### src/rtl/sic_pkg.sv
// Shared types for the single-input-change sequence detector.
// State encoding is visible on state_o, so the values are fixed.
package sic_pkg;

  localparam int STATE_W = 2;

  typedef enum logic [STATE_W-1:0] {
    ST_IDLE  = 2'd0,
    ST_TRACK = 2'd1,
    ST_MATCH = 2'd2,
    ST_FAULT = 2'd3
  } state_t;

endpackage

### src/rtl/sic_chg_detect.sv
// Input change detector: keeps the previous input vector and reports whether
// the current one differs from it in exactly one bit (event) or in several (mic).
module sic_chg_detect #(
  parameter int W = 2
) (
  input  logic         clk,
  input  logic         rst,
  input  logic [W-1:0] i_x,
  input  logic [W-1:0] i_rst_val,
  output logic         o_evt,
  output logic         o_mic,
  output logic [W-1:0] o_new
);

  logic [W-1:0] r_x_q;
  logic [W-1:0] w_chg;
  int           w_nchg;

  always_ff @(posedge clk or negedge rst) begin
    if (!rst) r_x_q <= i_rst_val;
    else      r_x_q <= i_x;
  end

  assign w_chg  = i_x ^ r_x_q;
  assign w_nchg = $countones(w_chg);
  assign o_evt  = (w_nchg == 1);
  assign o_mic  = (w_nchg > 1);
  assign o_new  = i_x;

endmodule

### src/rtl/sic_seq_detector.sv
// SIC sequence detector: tracks single-bit input changes against a programmable
// DEPTH-entry vector pattern, flags multi-bit changes and counts completed matches.
module sic_seq_detector
  import sic_pkg::*;
#(
  parameter int                   W       = 2,
  parameter int                   DEPTH   = 3,
  parameter logic [DEPTH*W-1:0]   PATTERN = 6'b111000,
  parameter int                   CNT_W   = 8
) (
  input  logic                     clk,
  input  logic                     rst,
  input  logic [W-1:0]             x,
  input  logic                     cfg_we,
  input  logic [$clog2(DEPTH)-1:0] cfg_idx,
  input  logic [W-1:0]             cfg_vec,
  output logic                     z,
  output logic                     mic_err,
  output logic                     fault,
  output logic [CNT_W-1:0]         hit_cnt,
  output logic [STATE_W-1:0]       state_o
);

  localparam int           IW   = $clog2(DEPTH);
  localparam logic [W-1:0] PAT0 = PATTERN[W-1:0];

  logic [W-1:0]     r_pat [DEPTH];
  state_t           r_state, w_state_nxt;
  logic [IW-1:0]    r_idx, w_idx_nxt;
  logic [CNT_W-1:0] r_hit, w_hit_nxt;
  logic             r_mic_err;

  logic             w_evt;
  logic             w_mic;
  logic [W-1:0]     w_new;
  logic [W-1:0]     w_pat_cur;

  // While reset is asserted pat[0] holds its reset value, so the change
  // detector's reset value is that constant.
  sic_chg_detect #(.W(W)) u_chg_detect (
    .clk       (clk),
    .rst       (rst),
    .i_x       (x),
    .i_rst_val (PAT0),
    .o_evt     (w_evt),
    .o_mic     (w_mic),
    .o_new     (w_new)
  );

  // NOTE: the pattern registers are reset because PATTERN is the power-up
  // sequence; an ordinary data memory would be left without reset.
  always_ff @(posedge clk or negedge rst) begin
    if (!rst) begin
      for (int i = 0; i < DEPTH; i++) r_pat[i] <= PATTERN[i*W +: W];
    end else if (cfg_we && !w_mic) begin
      for (int i = 0; i < DEPTH; i++)
        if (cfg_idx == IW'(i)) r_pat[i] <= cfg_vec;
    end
  end

  assign w_pat_cur = r_pat[r_idx];

  always_ff @(posedge clk or negedge rst) begin
    if (!rst) begin
      r_state   <= ST_TRACK;
      r_idx     <= IW'(1);
      r_hit     <= '0;
      r_mic_err <= 1'b0;
    end else begin
      // NOTE: sequential state uses non-blocking assignments so every register
      // samples pre-edge values; blocking here would create order-dependent races.
      r_state   <= w_state_nxt;
      r_idx     <= w_idx_nxt;
      r_hit     <= w_hit_nxt;
      r_mic_err <= w_mic;
    end
  end

  always_comb begin
    // NOTE: every output of this block gets a default first, so no path
    // leaves a signal unassigned and no latch is inferred.
    w_state_nxt = r_state;
    w_idx_nxt   = r_idx;
    w_hit_nxt   = r_hit;

    if (w_mic) begin
      w_state_nxt = ST_FAULT;
      w_idx_nxt   = '0;
    end else if (cfg_we) begin
      w_state_nxt = ST_IDLE;
      w_idx_nxt   = '0;
      w_hit_nxt   = '0;
    end else if (w_evt) begin
      unique case (r_state)
        ST_TRACK: begin
          if (w_new == w_pat_cur) begin
            if (r_idx == IW'(DEPTH-1)) begin
              w_state_nxt = ST_MATCH;
              w_idx_nxt   = '0;
              if (r_hit != '1) w_hit_nxt = r_hit + 1'b1;
            end else begin
              w_idx_nxt = r_idx + 1'b1;
            end
          end else if (w_new == r_pat[0]) begin
            w_idx_nxt = IW'(1);
          end else begin
            w_state_nxt = ST_IDLE;
            w_idx_nxt   = '0;
          end
        end
        ST_FAULT: begin
          if (w_new == r_pat[0]) begin
            w_state_nxt = ST_TRACK;
            w_idx_nxt   = IW'(1);
          end
        end
        default: begin
          // IDLE and MATCH share the restart rule; only pat[0] is reused.
          if (w_new == r_pat[0]) begin
            w_state_nxt = ST_TRACK;
            w_idx_nxt   = IW'(1);
          end else begin
            w_state_nxt = ST_IDLE;
            w_idx_nxt   = '0;
          end
        end
      endcase
    end
  end

  assign z       = (r_state == ST_MATCH);
  assign fault   = (r_state == ST_FAULT);
  assign mic_err = r_mic_err;
  assign hit_cnt = r_hit;
  assign state_o = r_state;

endmodule

### config.mk
export PLATFORM = sky130hd
export DESIGN_NAME = sic_seq_detector
export DESIGN_NICKNAME = d
export VERILOG_FILES = /design/src/rtl/sic_pkg.sv /design/src/rtl/sic_chg_detect.sv /design/src/rtl/sic_seq_detector.sv
export SDC_FILE = /design/constraint.sdc
export NUM_CORES = 1
export LEC_CHECK = 0
export CORE_MARGIN = 1
export CORE_UTILIZATION = 41
export DETAILED_ROUTE_END_ITERATION = 8
export PLACE_DENSITY = 0.71
export SLEW_MARGIN = 20
export SYNTH_ARGS = -nofsm -noshare
export SYNTH_HDL_FRONTEND = slang
export SYNTH_SLANG_ARGS = --single-unit
### constraint.sdc
create_clock -name clk -period 1.8 [get_ports clk]
set_input_delay 0.36 -clock clk [delete_from_list [all_inputs] [get_ports clk]]
set_output_delay 0.36 -clock clk [all_outputs]
set_load 0.005 [all_outputs]
# After elaboration in Yosys (flattened, before gate mapping)
# Index checks and enable logic that the tools add are counted.
[totals] inputBits=9 word_cells=68 regBits=21 out_inout_bits=13
[op_classes] magnitude_cmp=2 n_reduce_logical=15 addsub=3 muxes=24 eq_ne=13 bitwise_logic=3
[op_table] operator="two-way mux 8 bit" n=6
[op_table] operator="== test 32 x 2 -> 1 bit, second input constant" n=1
[op_table] operator="two-way mux 2 bit" n=14
[op_table] operator="inequality test 5 bit, second input constant" n=2
[op_table] operator="nonzero test 2 bit" n=5
[op_table] operator="adder 8 x 1 -> 8 bit, second input constant" n=1
[op_table] operator="== test 2 bit, second input constant" n=4
[op_table] operator="inequality test 8 bit, second input constant" n=1
[op_table] operator="case mux 2 bit (2 select lines)" n=2
[op_table] operator="AND reduction 2 bit" n=4
[op_table] operator="AND reduction 6 bit" n=1
[op_table] operator="binary-select mux 2 bit (select 2 bit)" n=1
[op_table] operator="== test 2 x 1 -> 1 bit, second input constant" n=2
[op_table] operator="== test 2 bit" n=2
[op_table] operator="inequality test 4 x 2 -> 1 bit, second input constant" n=1
[op_table] operator="AND reduction 4 bit" n=1
[op_table] operator="greater-or-equal comparator 3 bit, second input constant" n=1
[op_table] operator="NOT 2 -> 3 bit" n=1
[op_table] operator="nonzero test 3 bit" n=1
[op_table] operator="adder 1 x 1 -> 2 bit" n=1
[op_table] operator="adder 2 x 1 -> 2 bit, second input constant" n=1
[op_table] operator="greater-than comparator 2 x 1 -> 1 bit, second input constant" n=1
[op_table] operator="logical NOT 2 bit" n=1
[op_table] operator="bitwise XOR 2 bit" n=1
[op_table] operator="4 further kinds" n=4

# Depth between registers and ports, before layout
# Gate-level depths: netlist of the first run.
[depth] ltp_word=10 mapped_depth=7 depth_no_buf=7

# Worst setup path before layout of the first run
# Ideal clock, no wire load.
[synth_path] kind="in2reg" start="input port x[0]" end="register r_hit[2] (netlist: hit_cnt[2])" setup_time_ps=123 path_buffers=0 t_arrival_ps=1852 t_required_ps=1677 cell_stages=7 setup_slack_ps=-175 cell_sequence="xor2_1 ha_1 nand3b_1 a211oi_1 o21ai_1 or2_1 o221a_1"
[synth_via] elab_chain_len=5 elab_cells_between_ends=9 classes_between="1 x add/sub; 1 x order compare; 2 x eq/ne; 2 x bitwise; 3 x reduce/logical"
[synth_rtl] item="start, declared" line="sic_seq_detector.sv:13" rtl="input logic [W-1:0] x,"
[synth_rtl] item="bitwise XOR 2 bit" line="sic_chg_detect.sv:24" rtl="assign w_chg = i_x ^ r_x_q;"
[synth_rtl] item="adder 1 x 1 -> 2 bit (implied by the code)" line="sic_chg_detect.sv:25" rtl="assign w_nchg = $countones(w_chg);"
[synth_rtl] item="== test 32 x 2 -> 1 bit / greater-than comparator 2 x 1 -> 1 bit (equally long branches)" line="sic_chg_detect.sv:26, sic_chg_detect.sv:27"
[synth_rtl] item="nonzero test 2 bit (no source line) / NOT 1 bit (equally long branches)"
[synth_rtl] item="AND reduction 6 bit (no source line) (*)"
[synth_rtl] item="end signal, assigned" line="sic_seq_detector.sv:74" rtl="r_hit <= w_hit_nxt;"
[synth_rtl] item="end, declared" line="sic_seq_detector.sv:30" rtl="logic [CNT_W-1:0] r_hit, w_hit_nxt;"
# Mark *: on every way between the ends. The rest lies on a longest branch, timed or not.
# A chain may end at the register's enable or synchronous reset.

# Final worst setup path of the first run
[layout_path] start="register r_idx[0]" end="register r_hit[6] (netlist: hit_cnt[6])"
[layout_via] elab_chain_len=7 elab_cells_between_ends=9 classes_between="2 x eq/ne; 3 x mux; 1 x bitwise; 3 x reduce/logical"
[layout_rtl] item="start, declared" line="sic_seq_detector.sv:29" rtl="logic [IW-1:0] r_idx, w_idx_nxt;"
[layout_rtl] item="start signal, assigned" line="sic_seq_detector.sv:73" rtl="r_idx <= w_idx_nxt;"
[layout_rtl] item="NOT 2 -> 3 bit (implied by the code)" line="sic_seq_detector.sv:61" rtl="assign w_pat_cur = r_pat[r_idx];"
[layout_rtl] item="binary-select mux 2 bit (select 2 bit)" line="sic_seq_detector.sv:61"
[layout_rtl] item="two-way mux 2 bit (implied by the code) (2 in series)" line="sic_seq_detector.sv:61"
[layout_rtl] item="== test 2 bit" line="sic_seq_detector.sv:96" rtl="if (w_new == w_pat_cur) begin"
[layout_rtl] item="nonzero test 2 bit (no source line)"
[layout_rtl] item="AND reduction 6 bit (no source line) (*)"
# Mark *: on every way between the ends. The rest lies on a longest branch, timed or not. The select of a mux whose other input is x is not followed.

==> results of run 1 <==
-- worst max-delay path, delay by kind of cell (launching register included) --
kind,cells,cell delay (ns)
AOI/OAI and AO/OA,4,0.87
DFF,1,0.59
buffers and inverters,1,0.15
muxes,1,0.33
-- layout make-up --
cell class              instances  area (um^2)  area share
multi-input cells              96          862       0.437
flip-flops and latches         21          532       0.269
repair buffers                 56          482       0.244
well taps                      31         38.8      0.0196
inverters                       9         33.8      0.0171
clock buffers                   4         26.3      0.0133
-- state kept, by name, indices dropped and copies added (netlist names) --
register / flops
r_pat: 6
state_o: 2
hit_cnt: 8
u_chg_detect.r_x_q: 2
r_idx: 2
mic_err: 1
-- logic make-up after synthesis --
kind of cell,synth area share
simple gates,0.194
compound gates,0.206
flops,0.415
buf+inv,0.0381
mux,0.0996
xor+xnor,0.0273
fa+ha+maj,0.0195
-- layer usage --
metal,vias up,part of all wire,track usage
met5,-,0,0
li1,598,-,-
met4,0,0.032,0.0986
met2,58,0.50,0.404
met1,626,0.41,0.295
met3,16,0.059,0.0603
-- final timing paths --
check	start	endpoint	cells past startpoint
worst max-delay path	r_idx[0]$_DFFE_PN1P_	hit_cnt[6]$_DFFE_PN0P_	6
worst min-delay path	rst	hit_cnt[1]$_DFFE_PN0P_	2
worst max register to register	r_idx[0]$_DFFE_PN1P_	hit_cnt[6]$_DFFE_PN0P_	6
worst min register to register	r_pat[2]$_DFFE_PN0P_	r_pat[2]$_DFFE_PN0P_	1
max in group asynchronous	rst	r_pat[1]$_DFFE_PN1P_	2
min in group clk	x[1]	u_chg_detect.r_x_q[1]$_DFF_PN0_	2
-- cell usage after synthesis (all sizes together) (2+ instances only) --
master / instances
xor2: 2
nand2: 12
nand3: 4
nor3b: 3
a211o: 2
nor2b: 4
nand4: 2
o311ai: 2
inv: 9
a21oi: 6
and2: 2
a22oi: 2
nor2: 6
mux2i: 3
nor3: 2
o21ai: 4
a211oi: 3
nand2b: 3
a221oi: 2
ha: 2
dfrtp: 16
dfstp: 5
mux2: 8
a32o: 2
xnor2: 2
-- power by group through the flow --
stage,clock network [mW],registers (mW),logic (mW)
floorplan,0,0.646,0.314
global placement,0,0.626,0.645
detailed placement,0,0.633,0.667
CTS,0.237,0.626,0.762
global route,0.263,0.637,0.893
finish,0.234,0.627,0.831
-- what timing repair did --
action	CTS	global route
cloned	1	0
setup buffers	3	0
gates resized for setup	21	14
hold buffers	0	0
setup endpoints to repair	20	19
pin swaps	10	7
hold endpoints to repair	0	0
==> reports/qor.yml, run 1 <==
outcome:
  status: "finished, violations left"
  violations: "design-rule violations, negative setup slack"
synth:
  synthTopCellsByArea: "dfrtp_1 (31%), dfstp_2 (10%), mux2_2 (5.3%), nand2_1 (3.5%), inv_1 (2.6%)"
  synth_area_leader_cell: "dfrtp_1"
  synth-seq-cells: 21
  synth_area_per_cell_um2: 10.0
  syn-cell-area_um2: 1280
  syn_nets: 139
  synthArstFlopShare: 1.00
  ys_types: 48
  ys.flop_type: "dfrtp_1"
  yosys_warnings: 0
  synth_cells: 128
  yosysTopAreaCellShare: 0.313
  synth_edf_count: 0
  ys_seq_area_frac: 0.415
placement:
  numPortBuffers: 21
  dp_cells: 209
  hpwl_um: 2580
  dp_slack_ns: -0.606
  dpl-instance-area_um2: 1760
  routabilityCongestion: 0.835
clock_network:
  cts.clk_slew.worst_paths_ns: 0.12
  cts_inserted_buffers: 3
  clockBufferDepth: 2
  clock_latency_ns: 0.32
  cts_tree: "done"
  cts_htree_levels: 1
  root_buffer: "clkbuf_4"
  clock-sinks: 21
power_and_ir_drop:
  p_clk_frac: 0.138
  p_int_mw: 1.10
  pwr-share-seq: 0.371
  vdd_drop_max_mv: 0.429
  leakage_nw: 0.810
  p_switching_mw: 0.591
  report.power.total_mw: 1.69
  pwr-share-comb: 0.491
  swShare: 0.349
  power_density_nw_per_um2: 857
finish:
  layout_common_cells: "buf_4 (32), dfrtp_1 (16), clkdlybuf4s50_1 (16)"
  instances_no_fill: 217
  design_area_um2: 1970
  finish.utilization: 0.692
  antenna_cells: 0
  final_common_cell: "buf_4"
  fillers: 221
  fin_nets: 198
  layout-drive-gt1-share: 0.409
  syn_to_final_growth_pct: 54.1
grt:
  first_global_vias: 1339
  groute.usage.overall: 0.241
  antenna_found_initial: 0
  grt_overflow: 0
  grt_pass1_wl_um: 6090
  grt_max_degree: 22
sta:
  max_freq_mhz: 482
  setup_viol: 12
  fin_tns_setup_ns: -2.61
  period_share: 1.15
  clock-skew-final_ns: 0.0123
  slew_viol_final: 0
  setup_ws_ns: -0.273
  worst_pin_slew_ns: 0.399
  period_needed_ns: 2.07
  holdWs_ns: 0.369
  hold_viol: 0
  relSlewSlack: 0.731
  rsz0062_at_grt: "true"
die:
  core_area_um2: 2850
  die_h_um: 57.9
  die_x_um: 57.9
  io_pins: 22
  start_util: 0.449
  dieArea_um2: 3350
  row_count: 19
routing:
  routed_wl_um: 3770
  drc_errors: 2
  avgViaCountPerCell: 5.98
  vias: 1298
  antenna_left: 0
  drt_first_pass_iters: 6
  wl_per_cell_um: 17.4
  drt_iter0_markers: 65
setup_path:
  required_ns: 1.99
  cp_max_fo: 5
  crit_chain: "mux2_4 > a221oi_4 > o22ai_4 > buf_6 > o41ai_4 > a21oi_2"
  worstSetupPathType: "flop to flop"
  slowest_delay_ns: 0.59
  crit_path_start_kind: "flop"
  cp_slowest_cell: "dfstp_2"
  end_kind: "flop"
  rrSetupSlack_ns: -0.27
  arrival_ns: 2.27
flow_run:
  maxCapViolations: 0
min_path:
  hold_class: "input pin to async pin"
No activity file was read; power rests on OpenSTA's default activity.
==> run 2: changes to the inputs <==
CTS_CLUSTER_DIAMETER = 50   (was unset)
==> results of run 2 <==
Same layout as run 1: the final DEF is identical, and so are final timing and power.
==> run 3: changes to the inputs <==
PLACE_DENSITY = 0.67   (was 0.71)
==> run 3 against run 2 <==
The flow still finishes with violations (design-rule violations, negative setup slack). Count of clock-buffer cells in the layout decreased by 1. Via count decreased by 3.6%. Combinational power decreased by 3.0%. Clock skew decreased by 0.0088 ns. Sequential share of layout area increased by 0.36 points. Clock power increased by 2%. Hold slack improved by 0.0097 ns. Cell count increased by 0.92%. Register-to-register slack improved by 0.02 ns. Power decreased by 1.5%. Sequential cell count unchanged. Critical path type unchanged. Critical endpoint is now hit_cnt[0]$_DFFE_PN0P_. Largest cell class unchanged.
==> reports/qor.yml, run 3 (synthesis results as in run 1) <==
die:
  die_h_um: 57.9  # unchanged
  io_pins: 22  # unchanged
  start_util: 0.449  # unchanged
  core_area_um2: 2850  # unchanged
  row_count: 19  # unchanged
  die_x_um: 57.9  # unchanged
  dieArea_um2: 3350  # unchanged
routing:
  drt_iter0_markers: 58  # -11%
  vias: 1251  # -3.6%
  drt_first_pass_iters: 6  # unchanged
  antenna_left: 0  # unchanged
  avgViaCountPerCell: 5.71  # -4.5%
  drc_errors: 2  # unchanged
  wl_per_cell_um: 15.9  # -8.5%
  routed_wl_um: 3480  # -7.6%
outcome:
  status: "finished, violations left"
  violations: "design-rule violations, negative setup slack"
setup_path:
  cp_slowest_cell: "dfstp_2"
  end_kind: "flop"
  cp_max_fo: 5  # unchanged
  r2r_cells: 6  # unchanged
  path_buf_inv: 1  # unchanged
  required_ns: 2.03  # +0.04 ns
  reg2reg_from: "r_idx[0]$_DFFE_PN1P_"
  crit_chain: "mux2_4 > a221oi_4 > o22ai_2 > buf_6 > or2_4 > o311ai_4"
  cp_top_family: "compound AO/OA/AOI/OAI gates"
  slowest_delay_ns: 0.59  # about the same
  crit_path_start_kind: "flop"
  worstSetupPathType: "flop to flop"
  arrival_ns: 2.28  # about the same
  rrSetupSlack_ns: -0.25  # +0.02 ns
  reg2reg_to: "hit_cnt[0]$_DFFE_PN0P_"
finish:
  seqCellArea_um2: 532  # unchanged
  fillers: 222  # +0.45%
  antenna_cells: 0  # unchanged
  design_area_um2: 1950  # -1.3%
  layout_common_cells: "buf_4 (36), dfrtp_1 (16), clkdlybuf4s50_1 (16)"
  multi_input_area_um2: 831  # -3.6%
  largest_register_ffs: 8  # unchanged
  final_common_cell: "buf_4"
  syn_to_final_growth_pct: 52.1
  layout-drive-gt1-share: 0.415  # +0.00629
  fin_nets: 200  # +1.0%
  instances_no_fill: 219  # +0.92%
  finish.utilization: 0.683  # -0.00921
clock_network:
  cts_htree_levels: 1  # unchanged
  cts_inserted_buffers: 3  # unchanged
  cts_tree: "done"
  clock_latency_ns: 0.31  # about the same
  postCtsHoldBufs: 0  # unchanged
  cts.clk_slew.worst_paths_ns: 0.12  # about the same
  root_buffer: "clkbuf_4"
  clock-sinks: 21  # unchanged
  clockBufferDepth: 2  # unchanged
sta:
  rsz0062_at_grt: "true"
  slew_viol_final: 0  # unchanged
  hold_viol: 0  # unchanged
  worst_pin_slew_ns: 0.327  # -0.0719 ns
  holdWs_ns: 0.379  # +0.00969 ns
  setup_viol: 12  # unchanged
  relSlewSlack: 0.780  # +0.0485
  max_freq_mhz: 487  # +0.99%
  clock-skew-final_ns: 0.00346  # -0.00880 ns
  period_needed_ns: 2.05  # -0.0204 ns
  period_share: 1.14  # -0.0113
  setup_ws_ns: -0.253  # +0.0204 ns
placement:
  hpwl_um: 2480  # -3.9%
  dpl-instance-area_um2: 1760  # -0.43%
  dp_slack_ns: -0.623  # -0.0174 ns
  dp_cells: 208  # -0.48%
  routabilityCongestion: 0.791  # -5.3%
  numPortBuffers: 21  # unchanged
power_and_ir_drop:
  leakage_nw: 0.821  # +1.3%
  vdd_drop_max_mv: 0.519  # +21%
  power_density_nw_per_um2: 855  # -0.21%
grt:
  grt_pass1_wl_um: 5970  # -2.0%
  antenna_found_initial: 0  # unchanged
  grt_max_degree: 22  # unchanged
  groute.usage.overall: 0.232  # -0.00884
  grt_overflow: 0  # unchanged
  first_global_vias: 1285  # -4.0%
flow_run:
  maxCapViolations: 0  # unchanged
min_path:
  hold_class: "input pin to async pin"
==> run 3: cell type report <==
class / instances / share of cell area
clock buffer: 3 / 0.0116
clock inverter: 1 / 0.00257
inverter: 9 / 0.0173
multi-input combinational: 96 / 0.426
sequential: 21 / 0.273
tap: 31 / 0.0199
timing repair buffer: 58 / 0.249
==> run 3: per-layer routing <==
| metal | wire length, um | global-route usage |
|---|---|---|
| met5 | 0 | 0 |
| met1 | 1620 | 0.321 |
| met2 | 1650 | 0.374 |
| met3 | 147 | 0.0335 |
| met4 | 61 | 0.0748 |
==> run 3: worst reg2reg max path: stages, from the launching register on <==
cell	delay [ns]
dfstp_2	0.59
mux2_4	0.33
a221oi_4	0.26
o22ai_2	0.14
buf_6	0.15
or2_4	0.25
o311ai_4	0.25
==> run 3: report_power, final <==
| part | total (mW) | leakage (nW) | internal (mW) | switching, mW |
|---|---|---|---|---|
| combinational | 0.806 | 0.543 | 0.438 | 0.369 |
| clock | 0.238 | 0.0177 | 0.0832 | 0.154 |
| sequential | 0.622 | 0.260 | 0.565 | 0.0566 |
==> run 3: per-stage QoR <==
step / setup TNS (ns) / total power, mW
3_5_place_dp: -8.95 / 1.30
5_1_grt: -3.15 / 1.76
6_report: -2.15 / 1.67
3_3_place_gp: -7.85 / 1.27
4_1_cts: -2.32 / 1.61
2_1_floorplan: -0.685 / 0.960
==> run 3: how the worst max path moves through the flow <==
stage | endpoint | slack, ns | cells after the start | startpoint
after floorplan | hit_cnt[5]$_DFFE_PN0P_ | -0.11 | 7 | x[0]
after global placement | hit_cnt[5]$_DFFE_PN0P_ | -0.54 | 9 | x[0]
after detailed placement | hit_cnt[0]$_DFFE_PN0P_ | -0.62 | 8 | x[0]
after CTS | hit_cnt[0]$_DFFE_PN0P_ | -0.25 | 6 | r_idx[0]$_DFFE_PN1P_
after global routing | hit_cnt[0]$_DFFE_PN0P_ | -0.32 | 6 | r_idx[0]$_DFFE_PN1P_
final | hit_cnt[0]$_DFFE_PN0P_ | -0.25 | 6 | r_idx[0]$_DFFE_PN1P_
==> run 3: timing repair <==
action                     CTS  global route
setup endpoints to repair   20            18
pin swaps                   11             5
cloned                       1             0
buffers inserted             6             0
resized for setup           18            12
==> patch, RTL diff (flow settings as in run 2) <==
Put a register stage on the outputs `z` and `fault`, without a reset. The values now appear one clock later. The other outputs are not delayed to match.
--- a/src/rtl/sic_seq_detector.sv
+++ b/src/rtl/sic_seq_detector.sv
@@ -130,4 +130,6 @@
 
-  assign z       = (r_state == ST_MATCH);
-  assign fault   = (r_state == ST_FAULT);
+  always_ff @(posedge clk) begin
+    z     <= (r_state == ST_MATCH);
+    fault <= (r_state == ST_FAULT);
+  end
   assign mic_err = r_mic_err;
Check against the original RTL: not equivalent (Yosys sat finds a counterexample within 4 cycles, from zero or initial values and one cycle with rst low).
==> patch against run 2 <==
Clock skew fell by 3.4 ps. Fmax fell by 9.8%. Largest power group unchanged. Design area fell by 2.2%. Wire length fell by 11%. Synthesized cell count fell by 1.6%. Hold slack got worse by 8.2 ps. Highest routed layer unchanged. Setup slack got worse by 230 ps. Area after synthesis rose by 0.39%. Total power rose by 21%. The run still ends with design-rule violations, negative setup slack left. Sequential cell count rose by 2.
==> patch: results (changes against run 2) <==
- Synth Area in XOR/XNOR: 2.72% (was 2.73%)
- Adder-cell share of the synthesized area: 1.95% (about the same)
- Power per cell area: 1060 nW/µm² (was 857 nW/µm²)
- Slew HR: 75.2% (was 73.1%)
- Synth area leaders: dfrtp_1 31%, dfstp_2 10%, mux2_2 6.1% (was dfrtp_1 31%, dfstp_2 10%, mux2_2 5.3%)
- Signal buffers share of area: 25.5% (was 24.4%)
- Area of the multi-input gates: 783 µm² (was 862 µm²)
- Met1 Usage GRT: 31.2% (was 29.5%)
- Post-Layout Cell Count: 215 (was 217)
- Top cells by count, synth: 16 x dfrtp_1, 13 x nand2_1, 9 x nor2_1 (was 16 x dfrtp_1, 12 x nand2_1, 9 x inv_1)
- Reg clk slew, reported paths: 140 ps (was 120 ps)
- Cell variety after synth: 40 (was 48)
- Invs w/o clock: 5 (was 9)
- Flops & latches, synth: 23 (was 21)
- Drt drc: 1 (was 2)
- Clk_skew: 8.81 ps (was 12.3 ps)
- Setup ws final: -498 ps (was -273 ps)
- Inst Count DP: 203 (was 209)
- Layout cell share with drive strength beyond 1: 38.6% (was 40.9%)
- Wire per inst: 15.6 µm (was 17.4 µm)
- Fillers: 220 (was 221)
- Mux contribution to synthesized area: 12.0% (was 9.96%)
- R2R Path End: state_o[1]$_DFFE_PN0P_ (was hit_cnt[6]$_DFFE_PN0P_)
- Worst slack, placed: -578 ps (was -606 ps)
- CP Max Fanout: 4 (was 5)
- Total Routing Usage GR: 23.0% (was 24.1%)
- Layout area overhead: 50.2% (was 54.1%)
- Synth Area in Compound Gates: 19.4% (was 20.6%)
- Status: complete, but fails checks (unchanged)
- Setup TNS Final: -5040 ps (was -2610 ps)
- Max incr delay on CP: 610 ps (was 590 ps)
- Routed wl met3: 166 µm (was 224 µm)
- Vias in the first global route: 1263 (was 1339)
- CP arrival: 2550 ps (was 2270 ps)
- # resized after CTS: 27 (was 21)
- GPL Wtd Cong: 0.850 (was 0.835)
- Leakage power: 0.000867 µW (was 0.000810 µW)
- Hold slack: 361 ps (was 369 ps)
- DP Area: 1740 µm² (was 1760 µm²)
- Setup Fix Bufs, Post-CTS: 6 (was 3)
- Failing checks: design-rule violations, negative setup slack (unchanged)
- First-pass GRT wire length: 5840 µm (was 6090 µm)
- Detail Placement HPWL: 2390 µm (was 2580 µm)
- Setup Viol. Count Final: 12 (unchanged)
- FFs w/ async S/R, synth: 91.3% (was 100%)
- Sequential area share after synthesis: 44.5% (was 41.5%)
- Register Area: 572 µm² (was 532 µm²)
- DRT iter0 DRCs: 67 (was 65)
- FF-to-FF path depth: 7 (was 6)
[patch: critical path: cells and delay by family, from the launching register on]
family	cells	cell delay, ps
AO/OA/AOI/OAI	4	1080
buffers and inverters	1	140
flip-flops	1	610
multiplexers	1	320
AND/OR/NAND/NOR	1	70
[patch: how the worst max path moves through the flow]
stage	start	to	slack [ps]	depth (start not counted)
after floorplan	r_idx[0]$_DFFE_PN1P_	hit_cnt[7]$_DFFE_PN0P_	-440	6
after global placement	r_idx[0]$_DFFE_PN1P_	state_o[1]$_DFFE_PN0P_	-520	7
after detailed placement	r_idx[0]$_DFFE_PN1P_	state_o[1]$_DFFE_PN0P_	-580	7
after CTS	r_idx[0]$_DFFE_PN1P_	hit_cnt[7]$_DFFE_PN0P_	-500	6
after global routing	r_idx[0]$_DFFE_PN1P_	state_o[1]$_DFFE_PN0P_	-580	7
final	r_idx[0]$_DFFE_PN1P_	state_o[1]$_DFFE_PN0P_	-500	7
